==> config.mk <==
export PLATFORM = sky130hd
export DESIGN_NAME = piso_serializer
export DESIGN_NICKNAME = d
export VERILOG_FILES = /design/src/rtl/piso_serializer.sv
export SDC_FILE = /design/constraint.sdc
export NUM_CORES = 1
export LEC_CHECK = 0
export ABC_AREA = 1
export ABC_CLOCK_PERIOD_IN_PS = 1500
export CAP_MARGIN = 20
export CELL_PAD_IN_SITES_DETAIL_PLACEMENT = 0
export CELL_PAD_IN_SITES_GLOBAL_PLACEMENT = 1
export CORE_ASPECT_RATIO = 0.5
export CORE_MARGIN = 1.5
export CORE_UTILIZATION = 35
export CTS_CLUSTER_DIAMETER = 40
export DETAILED_ROUTE_END_ITERATION = 8
export GPL_TIMING_DRIVEN = 0
export PLACE_DENSITY = 0.83
export REMOVE_ABC_BUFFERS = 1
export SYNTH_ARGS = -nofsm -noshare
export SYNTH_HDL_FRONTEND = slang
export SYNTH_SLANG_ARGS = --single-unit
export TNS_END_PERCENT = 100
==> constraint.sdc <==
create_clock -name clk_i -period 1.5 [get_ports clk_i]
set_clock_uncertainty 0.2 [all_clocks]
set_input_delay 0.3 -clock clk_i [delete_from_list [all_inputs] [get_ports clk_i]]
set_output_delay 0.3 -clock clk_i [all_outputs]
set_load 0.01 [all_outputs]
==> src/rtl/piso_serializer.sv <==
// ---------------------------------------------------------------------------
// piso_serializer
//   Parallel-in / serial-out engine for the host serial link. One DATA_WIDTH
//   word is accepted per valid/ready handshake and shifted out as 1-bit
//   (single) or 4-bit (quad) beats, MSB- or LSB-first, one beat per cycle in
//   which tick_i is high. All outputs are registered.
//
// Ports
//   clk_i        in   system clock, rising edge
//   reset_n_i    in   asynchronous active-low reset
//   pdata_i      in   parallel word, sampled on accept
//   valid_i      in   upstream word valid
//   ready_o      out  block can accept a word
//   mode_i       in   0 = single (1 bit/beat), 1 = quad (4 bits/beat)
//   msb_first_i  in   1 = MSB first, 0 = LSB first
//   tick_i       in   beat enable while shifting
//   abort_i      in   synchronous abort of the word in flight
//   sdata_o      out  serial beat; single mode drives [0] only
//   sdata_vld_o  out  1-cycle strobe, sdata_o updated this cycle
//   busy_o       out  high while shifting
//   done_o       out  1-cycle pulse with the last beat strobe
// ---------------------------------------------------------------------------
module piso_serializer #(
    parameter int DATA_WIDTH = 64
) (
    input  logic                  clk_i,
    input  logic                  reset_n_i,
    input  logic [DATA_WIDTH-1:0] pdata_i,
    input  logic                  valid_i,
    output logic                  ready_o,
    input  logic                  mode_i,
    input  logic                  msb_first_i,
    input  logic                  tick_i,
    input  logic                  abort_i,
    output logic [3:0]            sdata_o,
    output logic                  sdata_vld_o,
    output logic                  busy_o,
    output logic                  done_o
);

    localparam int CNT_WIDTH = $clog2(DATA_WIDTH + 1);
    localparam logic [CNT_WIDTH-1:0] QUAD_BEATS   = CNT_WIDTH'(DATA_WIDTH / 4);
    localparam logic [CNT_WIDTH-1:0] SINGLE_BEATS = CNT_WIDTH'(DATA_WIDTH);
    localparam logic [CNT_WIDTH-1:0] CNT_ONE      = CNT_WIDTH'(1);

    typedef enum logic [0:0] {
        ST_IDLE  = 1'b0,
        ST_SHIFT = 1'b1
    } state_e;

    state_e                state_q;
    logic [DATA_WIDTH-1:0] word_q;
    logic [DATA_WIDTH-1:0] word_d;
    logic                  mode_q;
    logic                  msb_first_q;
    logic [CNT_WIDTH-1:0]  cnt_q;
    logic                  ready_q;
    logic [3:0]            sdata_q;
    logic [3:0]            beat_d;
    logic                  vld_q;
    logic                  busy_q;
    logic                  done_q;
    logic                  last_beat_s;

    assign last_beat_s = (cnt_q == CNT_ONE);

    // Current beat and the shadow word after it has been consumed. The
    // shadow register is shifted toward the emitting end so the next beat is
    // always at a fixed bit position; no beat index is needed.
    always_comb begin
        beat_d = 4'h0;
        word_d = word_q;
        case ({mode_q, msb_first_q})
            2'b11: begin
                beat_d = word_q[DATA_WIDTH-1 -: 4];
                word_d = word_q << 3'd4;
            end
            2'b10: begin
                beat_d = word_q[3:0];
                word_d = word_q >> 3'd4;
            end
            2'b01: begin
                beat_d = {3'b000, word_q[DATA_WIDTH-1]};
                word_d = word_q << 1'b1;
            end
            2'b00: begin
                beat_d = {3'b000, word_q[0]};
                word_d = word_q >> 1'b1;
            end
            default: begin
                beat_d = 4'h0;
                word_d = word_q;
            end
        endcase
    end

    // Control FSM, shadow registers and all registered outputs.
    always_ff @(posedge clk_i or negedge reset_n_i) begin
        if (!reset_n_i) begin
            state_q     <= ST_IDLE;
            word_q      <= '0;
            mode_q      <= 1'b0;
            msb_first_q <= 1'b0;
            cnt_q       <= '0;
            ready_q     <= 1'b0;
            sdata_q     <= 4'h0;
            vld_q       <= 1'b0;
            busy_q      <= 1'b0;
            done_q      <= 1'b0;
        end else begin
            case (state_q)
                ST_IDLE: begin
                    vld_q  <= 1'b0;
                    done_q <= 1'b0;
                    if (valid_i && ready_q) begin
                        word_q      <= pdata_i;
                        mode_q      <= mode_i;
                        msb_first_q <= msb_first_i;
                        cnt_q       <= mode_i ? QUAD_BEATS : SINGLE_BEATS;
                        ready_q     <= 1'b0;
                        busy_q      <= 1'b1;
                        state_q     <= ST_SHIFT;
                    end else begin
                        // First edge after reset release raises ready here.
                        ready_q <= 1'b1;
                    end
                end
                ST_SHIFT: begin
                    done_q <= 1'b0;
                    if (abort_i) begin
                        // Abort beats a simultaneous tick, even on the last beat.
                        state_q <= ST_IDLE;
                        ready_q <= 1'b1;
                        busy_q  <= 1'b0;
                        sdata_q <= 4'h0;
                        vld_q   <= 1'b0;
                        cnt_q   <= '0;
                    end else if (tick_i) begin
                        sdata_q <= beat_d;
                        vld_q   <= 1'b1;
                        word_q  <= word_d;
                        cnt_q   <= cnt_q - CNT_ONE;
                        if (last_beat_s) begin
                            done_q  <= 1'b1;
                            busy_q  <= 1'b0;
                            ready_q <= 1'b1;
                            state_q <= ST_IDLE;
                        end else begin
                            done_q  <= 1'b0;
                        end
                    end else begin
                        // No tick: sdata_q holds the previous beat.
                        vld_q <= 1'b0;
                    end
                end
                default: begin
                    state_q <= ST_IDLE;
                    ready_q <= 1'b0;
                    busy_q  <= 1'b0;
                    vld_q   <= 1'b0;
                    done_q  <= 1'b0;
                end
            endcase
        end
    end

    assign ready_o     = ready_q;
    assign sdata_o     = sdata_q;
    assign sdata_vld_o = vld_q;
    assign busy_o      = busy_q;
    assign done_o      = done_q;

endmodule

After elaboration in Yosys (flattened, before gate mapping)
Cells that the tools add are included.
{"block": "word_totals", "register_bits": 82, "latch_bits": 0, "ramBits": 0, "mem_bits_ro": 0, "input_bits": 71, "output_inout_bits": 8, "wordCells": 65, "n_memories": 0}
{"block": "op_classes", "addsub": 1, "mul": 0, "n_div": 0, "order_cmp": 0, "n_eq_ne": 9, "shift": 0, "muxes": 35, "bitwise": 1, "reduce_logical": 9}
{"op": "$pmux 64 s4", "n": 1}
{"op": "$mux 64", "n": 3}
{"op": "$pmux 64 s2", "n": 1}
{"op": "$mux 7", "n": 4}
{"op": "$mux 1", "n": 17}
{"op": "$pmux 4 s4", "n": 1}
{"op": "$pmux 7 s2", "n": 1}
{"op": "$pmux 1 s2", "n": 5}
{"op": "$mux 4", "n": 2}
{"op": "$reduce_and 2->1", "n": 4}
{"op": "$eq 7x1->1 const B", "n": 1}
{"op": "$sub 7x1->7 const B", "n": 1}
{"op": "$ne 2x2->1 const B", "n": 3}
{"op": "$reduce_and 3->1", "n": 2}
{"op": "$eq 2x2->1 const B", "n": 2}
{"op": "$ne 3x2->1 const B", "n": 1}
{"op": "$ne 3x3->1 const B", "n": 1}
{"op": "$eq 2x1->1 const B", "n": 1}
{"op": "$logic_not 2->1", "n": 1}
{"op": "$reduce_bool 2->1", "n": 1}
{"op": "$logic_and 1x1->1", "n": 1}
{"op": "$not 1->1", "n": 1}

Depth between registers and ports, before layout
Gate-level depths: netlist of run 1.
{"block": "depth", "ltp_word": 5, "mapped_depth": 9, "ltp_nobuf": 8}

Least setup slack after synthesis of run 1
No wires, ideal clock.
{"block": "synth_timing", "path_kind": "flip-flop to flip-flop", "start": "register state_q", "end": "register word_q[54]", "setup_ns": 0.124, "arrival_time_ns": 1.238, "required_ns": 1.176, "slack_ns": -0.062, "stages_incl_launch_ff": 8, "path_buffers": 3, "synth_period_minus_slack_ns": 1.562, "path_cell_list": "dfrtp_1 > buf_4 > inv_6 > nand3_2 > buf_4 > buf_2 > a21boi_0 > a21oi_1"}
{"block": "synth_via", "elab_chain_cells": 3, "word_cells_on_any_way": 6, "classes_between": "eq/ne (3); mux (1); bitwise (1); reduce/logical (1)"}
{"element": "start, declared", "line_no": "51", "source": "state_e state_q;"}
{"element": "start signal, assigned", "line_no": "100", "source": "state_q <= ST_IDLE;"}
{"element": "start signal, assigned", "line_no": "122", "source": "state_q <= ST_SHIFT;"}
{"element": "start signal, assigned", "line_no": "132", "source": "state_q <= ST_IDLE;"}
{"element": "$not 1->1 (no source line)"}
{"element": "$ne 2x2->1 (no source line)"}
{"element": "$reduce_and 3->1 (no source line)"}
{"element": "end signal, assigned", "line_no": "116", "source": "word_q <= pdata_i;"}
{"element": "end signal, assigned", "line_no": "141", "source": "word_q <= word_d;"}
{"element": "end, declared", "line_no": "52", "source": "logic [DATA_WIDTH-1:0] word_q;"}
Parallel ways exist; a longest one is shown, timed or not.
A chain may end at the register's enable or synchronous reset.

Final worst setup path of run 1
{"block": "layout_timing", "start": "register state_q", "end": "register word_q[25]"}
The elaborated chain is that of the path after synthesis.

==> results of run 1 <==
[routing by layer]
metal | routed length (um) | track usage (%) | up-vias | share of wire, %
met1 | 10900 | 39.2 | 3313 | 44
li1 | - | - | 3254 | -
met3 | 2740 | 7.77 | 57 | 11
met5 | 0 | 0 | - | 0
met2 | 10400 | 41.8 | 449 | 42
met4 | 679 | 10.7 | 0 | 2.7
[area by class of cell]
cell class | count | area [um2] | share of cell area, %
inverter | 22 | 116 | 1.37
clock buffer | 11 | 233 | 2.75
tap | 227 | 284 | 3.35
timing repair buffer | 150 | 1740 | 20.5
sequential | 82 | 2060 | 24.4
timing repair inverter | 4 | 56.3 | 0.665
multi-input combinational | 777 | 3900 | 46.0
clock inverter | 5 | 80.1 | 0.945
[worst reg2reg max path, delay by kind of cell (launching register included)]
kind | cells | cell delay (ns)
simple gates | 5 | 0.48
buf+inv | 5 | 0.56
flops | 1 | 0.51
[cells in the final DEF (no fill, tap or decap), drive strengths merged, types with 2 or more instances in the layout]
master           n
clkdlybuf4s50   67
a21boi          51
inv             24
a21oi           55
bufbuf           4
nor2           175
nand3           67
clkdlybuf4s15    5
nand2          343
nand4            2
buf             67
clkinvlp         4
clkbuf          16
dfrtp           82
bufinv           2
o22ai            5
o211ai           2
ha               2
o21ai           71
[repair_timing]
item,4_1_cts,5_1_grt
cloned,23,3
hold buffers,1,0
resized for setup,149,49
pin swaps,33,13
endpoints found under the hold margin,31,0
endpoints found under the setup margin,90,86
buffers inserted,52,5
[cell families (layout without fill, tap and decap cells)]
family                     count (synthesis)  after routing  share of synthesized area [%]
adders and majority gates                  2              2                          0.422
buffers and inverters                     88            192                           7.80
DFF                                       82             82                           34.7
AOI/OAI and AO/OA                        186            186                           18.3
and+or+nand+nor                          576            589                           38.9
[power breakdown]
part	total, uW	switching (uW)	internal (uW)	leakage, uW
sequential	4860	1540	3320	0.000959
clock	2440	981	1460	0.000146
combinational	12800	7430	5400	0.00269
[per-stage QoR]
step / hold WS [ns] / utilization (%) / total power [uW] / instance area (um2)
after floorplan: -0.196 / - / 10300 / 5550
after global placement: 0.261 / 40.1 / 12700 / 6610
after detailed placement: 0.0886 / 41.0 / 13100 / 6750
after CTS: 0.268 / 50.2 / 19200 / 8280
after global routing: 0.307 / 51.4 / 21500 / 8470
final: 0.256 / 51.4 / 20100 / 8470
[worst min path at each step]
stage	end	slack (ns)	cells past startpoint
final	done_o	0.26	2
after CTS	done_o	0.27	2
after global routing	busy_o	0.31	2
after global placement	busy_o	0.26	2
after floorplan	busy_o	-0.20	0
after detailed placement	sdata_vld_o	0.09	1
==> flow_metrics.env, run 1 <==
export IMPL_routabilityCongestion=0.824
export IMPL_drt_initial_drc_count=913
export IMPL_ys_flop_type="dfrtp_1"
export IMPL_maxSlewViolCount=0
export IMPL_start_util_pct=35.9
export IMPL_setup_tns_ns=-18.66
export IMPL_cp_endpoint="word_q[25]"
export IMPL_synth_seq_area_share_pct=34.7
export IMPL_p_leak_uw=0.00379
export IMPL_instances_no_fill=1278
export IMPL_fin_ws_ns=-0.353
export IMPL_crit_fanout=7
export IMPL_rsz0062_at_grt="true"
export IMPL_ys_seq_elements=82
export IMPL_routedWlPerCell_um=19.4
export IMPL_startpoint="state_q"
export IMPL_drcViolationCount=0
export IMPL_async_reset_ff_share_pct=100
export IMPL_cp_top_family="buffers and inverters"
export IMPL_dp_cells=1179
export IMPL_end_kind="flip-flop"
export IMPL_min_period_ns=1.85
export IMPL_synth_top_area_share_pct=34.7
export IMPL_clockRootBuffer="clkbuf_16"
export IMPL_critPathBufInv=5
export IMPL_dieHeight_um=95.0
export IMPL_fin_nets=1119
export IMPL_ys_types=32
export IMPL_clk_pin_slew_worst_paths_ns=0.07
export IMPL_ff2ff_path_depth=10
export IMPL_coreArea_um2=16500
export IMPL_violations="setup timing"
export IMPL_die_w_um=187
export IMPL_worstHoldPathType="input port to async pin"
export IMPL_ys_warn_count=0
export IMPL_timing_rr_start="state_q"
export IMPL_clk_latency_ns=0.35
export IMPL_slowest_stage="dfrtp_4"
export IMPL_cts_buffers=9
export IMPL_setup_viol=80
export IMPL_fillers=1544
export IMPL_max_flop_register="word_q"
export IMPL_avgViaCountPerCell=5.53
export IMPL_grtUsageTotal_pct=28.2
export IMPL_cap_violations=0
export IMPL_p_per_area_nw_per_um2=2380
export IMPL_startpoint_type="flip-flop"
export IMPL_grt_first_pass_wirelength_um=38000
export IMPL_layout_drive_gt1_share_pct=16.9
export IMPL_fmax_ghz=0.540
export IMPL_status="finished with violations"
export IMPL_crit_chain="inv_16 -> nor2_8 -> nand2_8 -> nand2_8 -> buf_16 -> clkinvlp_4 -> buf_4 -> buf_6 -> nand2_1 -> nand2_1"
export IMPL_drtAntennaViolNets=0
export IMPL_die_area_um2=17800
export IMPL_grt_overflow=0
export IMPL_reg2reg_slack_ns=-0.35
export IMPL_htree_levels=3
export IMPL_r2r_end="word_q[25]"
export IMPL_antenna_cells=0
export IMPL_syn_inst=934
export IMPL_synth_top_area_cell="dfrtp_1"
export IMPL_largest_reg_flops=64
export IMPL_ir_drop_mv=1.01
export IMPL_hold_violations=0
export IMPL_ys_top_cells_by_count="332 x nand2_1, 169 x nor2_1, 82 x dfrtp_1"
export IMPL_post_synth_top_count_cell="nand2_1"
export IMPL_vias=7073
export IMPL_grt_max_degree=60
export IMPL_netlist_area_um2=5920
export IMPL_place_ws_ns=-3.15
export IMPL_avgSynthCellArea_um2=6.34
export IMPL_fin_crit_sh_pct=124
export IMPL_slew_headroom_pct=58.0
export IMPL_crit_cells=10
export IMPL_wirelength_um=24800
export IMPL_cts_tree="done"
export IMPL_antenna_found_initial=0
export IMPL_syn_to_final_growth_pct=43.0
export IMPL_max_stage_delay_ns=0.51
export IMPL_synth_area_leaders="dfrtp_1 35%, nand2_1 21%, nor2_1 11%, o21ai_0 5.7%, nand3_1 5.4%"
export IMPL_place_hpwl_um=10700
export IMPL_tightest_slew_ns=0.630
export IMPL_row_count=33
export IMPL_worstPathRequired_ns=1.54
export IMPL_grt_pass1_vias=6584
export IMPL_cp_arrival_ns=1.89
export IMPL_cts_buffer_depth=2
export IMPL_io_buffers=78
export IMPL_synth_edf_count=0
export IMPL_critical_path_class="flip-flop to flip-flop"
export IMPL_dr_pass1_iters=5
export IMPL_clock_sinks=82
export IMPL_ios=79
Power figures use the tool's default switching activity.
==> run 2, diff against run 1 <==
Settings changed: CAP_MARGIN 20 to not set, CORE_UTILIZATION 35 to 36, CTS_BUF_LIST set to sky130_fd_sc_hd__clkbuf_4 sky130_fd_sc_hd__clkbuf_8, PLACE_DENSITY 0.83 to 0.85.
==> flow_metrics.env, run 2 (synthesized netlist as in run 1, its figures left out) <==
export IMPL_status="finished with violations"
export IMPL_violations="setup timing"
export IMPL_critical_path_class="flip-flop to flip-flop"
export IMPL_drtAntennaViolNets=0
export IMPL_avgViaCountPerCell=5.78
export IMPL_cp_arrival_ns=1.97
export IMPL_ff2ff_path_depth=8
export IMPL_cap_violations=0
export IMPL_start_util_pct=37.6
export IMPL_htree_levels=3
export IMPL_mostFrequentLayoutCells="307 x nand2_1, 162 x nor2_1, 78 x dfrtp_1"
export IMPL_drcViolationCount=0
export IMPL_vias=7427
export IMPL_fmax_ghz=0.527
export IMPL_min_period_ns=1.90
export IMPL_timing_rr_start="state_q"
export IMPL_wirelength_um=26900
export IMPL_syn_to_final_growth_pct=46.7
export IMPL_io_buffers=78
export IMPL_die_w_um=184
export IMPL_slew_headroom_pct=52.9
export IMPL_row_count=32
export IMPL_drt_initial_drc_count=1156
export IMPL_routedWlPerCell_um=20.9
export IMPL_clk_pin_slew_worst_paths_ns=0.09
export IMPL_antenna_found_initial=1
export IMPL_cts_buffer_depth=2
export IMPL_setup_viol=81
export IMPL_p_per_area_nw_per_um2=2410
export IMPL_ios=79
export IMPL_hold_violations=0
export IMPL_worstPathRequired_ns=1.58
export IMPL_die_area_um2=17300
export IMPL_maxSlewViolCount=0
export IMPL_cts_buffers=9
export IMPL_grt_pass1_vias=6821
export IMPL_layout_commonest_cell="nand2_1"
export IMPL_p_leak_uw=0.00389
export IMPL_ir_drop_mv=1.19
export IMPL_routabilityCongestion=0.819
export IMPL_place_ws_ns=-3.91
export IMPL_grt_overflow=0
export IMPL_clock_sinks=82
export IMPL_layout_drive_gt1_share_pct=20.6
export IMPL_dp_cells=1171
export IMPL_instances_no_fill=1286
export IMPL_end_kind="flip-flop"
export IMPL_clockRootBuffer="clkbuf_8"
export IMPL_place_hpwl_um=10300
export IMPL_dr_pass1_iters=6
export IMPL_antenna_cells=0
export IMPL_power_uw=21000
export IMPL_grt_first_pass_wirelength_um=39200
export IMPL_cts_tree="done"
export IMPL_r2r_end="word_q[22]"
export IMPL_fin_nets=1135
export IMPL_crit_fanout=7
export IMPL_reg2reg_slack_ns=-0.40
export IMPL_dieHeight_um=93.7
export IMPL_grt_max_degree=65
export IMPL_clk_latency_ns=0.38
export IMPL_fin_ws_ns=-0.397
export IMPL_coreArea_um2=15700
export IMPL_worstHoldPathType="input port to async pin"
export IMPL_grtUsageTotal_pct=30.2
export IMPL_tightest_slew_ns=0.706
export IMPL_startpoint_type="flip-flop"
export IMPL_rsz0062_at_grt="true"
export IMPL_fin_crit_sh_pct=126
export IMPL_largest_reg_flops=64
export IMPL_max_flop_register="word_q"
-- run 2: repair_timing --
action,in CTS,in global routing
gates resized for setup,139,109
hold endpoints to repair,82,0
buffers inserted,50,22
pin swaps,18,27
gates cloned,23,5
setup endpoints to repair,90,86
hold buffers,1,0
-- run 2: worst max-delay path, stage by stage, from the launching register on --
cell and delay, ns:
dfrtp_4 0.55, inv_16 0.11, nand3_4 0.15, buf_12 0.22, nand2_8 0.07, clkinvlp_4 0.17
buf_6 0.19, nand2_2 0.07, nand2_2 0.06
-- run 2: metal layers --
layer,up-vias,global-route usage [%],routed length (um),part of all wire (%)
li1,3292,-,-,-
met4,0,12.9,1210,4.5
met1,3459,43.5,11100,41
met5,-,0,0,0
met2,553,42.8,11200,42
met3,123,7.09,3350,12
-- run 2: final cells by class --
| class | instances | area (um2) |
|---|---|---|
| Clock buffer | 11 | 145 |
| Tap cell | 221 | 277 |
| Multi-Input combinational cell | 783 | 4100 |
| Sequential cell | 82 | 2060 |
| Inverter | 22 | 121 |
| Clock inverter | 3 | 90.1 |
| Timing Repair inverter | 3 | 40.0 |
| Timing Repair Buffer | 161 | 1860 |
| Fill cell | 1445 | 7050 |
-- run 2: power breakdown --
group          internal (uW)  switching (uW)  total [uW]  leakage, uW
Sequential              3290            1660        4950     0.000959
Combinational           5780            8160       13900      0.00281
Clock                   1160             923        2080     0.000119
Total                  10200           10700       21000      0.00389
-- run 2: through the flow --
stage	hold slack, ns	setup TNS [ns]	area (um2)	util [%]
6_report	0.134	-21.63	8690	55.2
5_1_grt	0.167	-24.27	8690	55.2
4_1_cts	0.141	-16.83	8140	51.7
3_5_place_dp	0.00146	-238.53	6700	42.6
3_3_place_gp	0.270	-520.11	6610	42.0
2_1_floorplan	-0.196	-123.42	5550	-
-- run 2: worst max-delay path by stage --
stage,start,end,slack [ns],depth (start not counted)
final,state_q,word_q[22],-0.40,8
after CTS,state_q,word_q[56],-0.31,8
after global routing,state_q,word_q[22],-0.43,8
after floorplan,state_q,word_q[60],-1.97,7
after global placement,state_q,word_q[60],-3.87,7
after detailed placement,state_q,word_q[60],-3.91,7
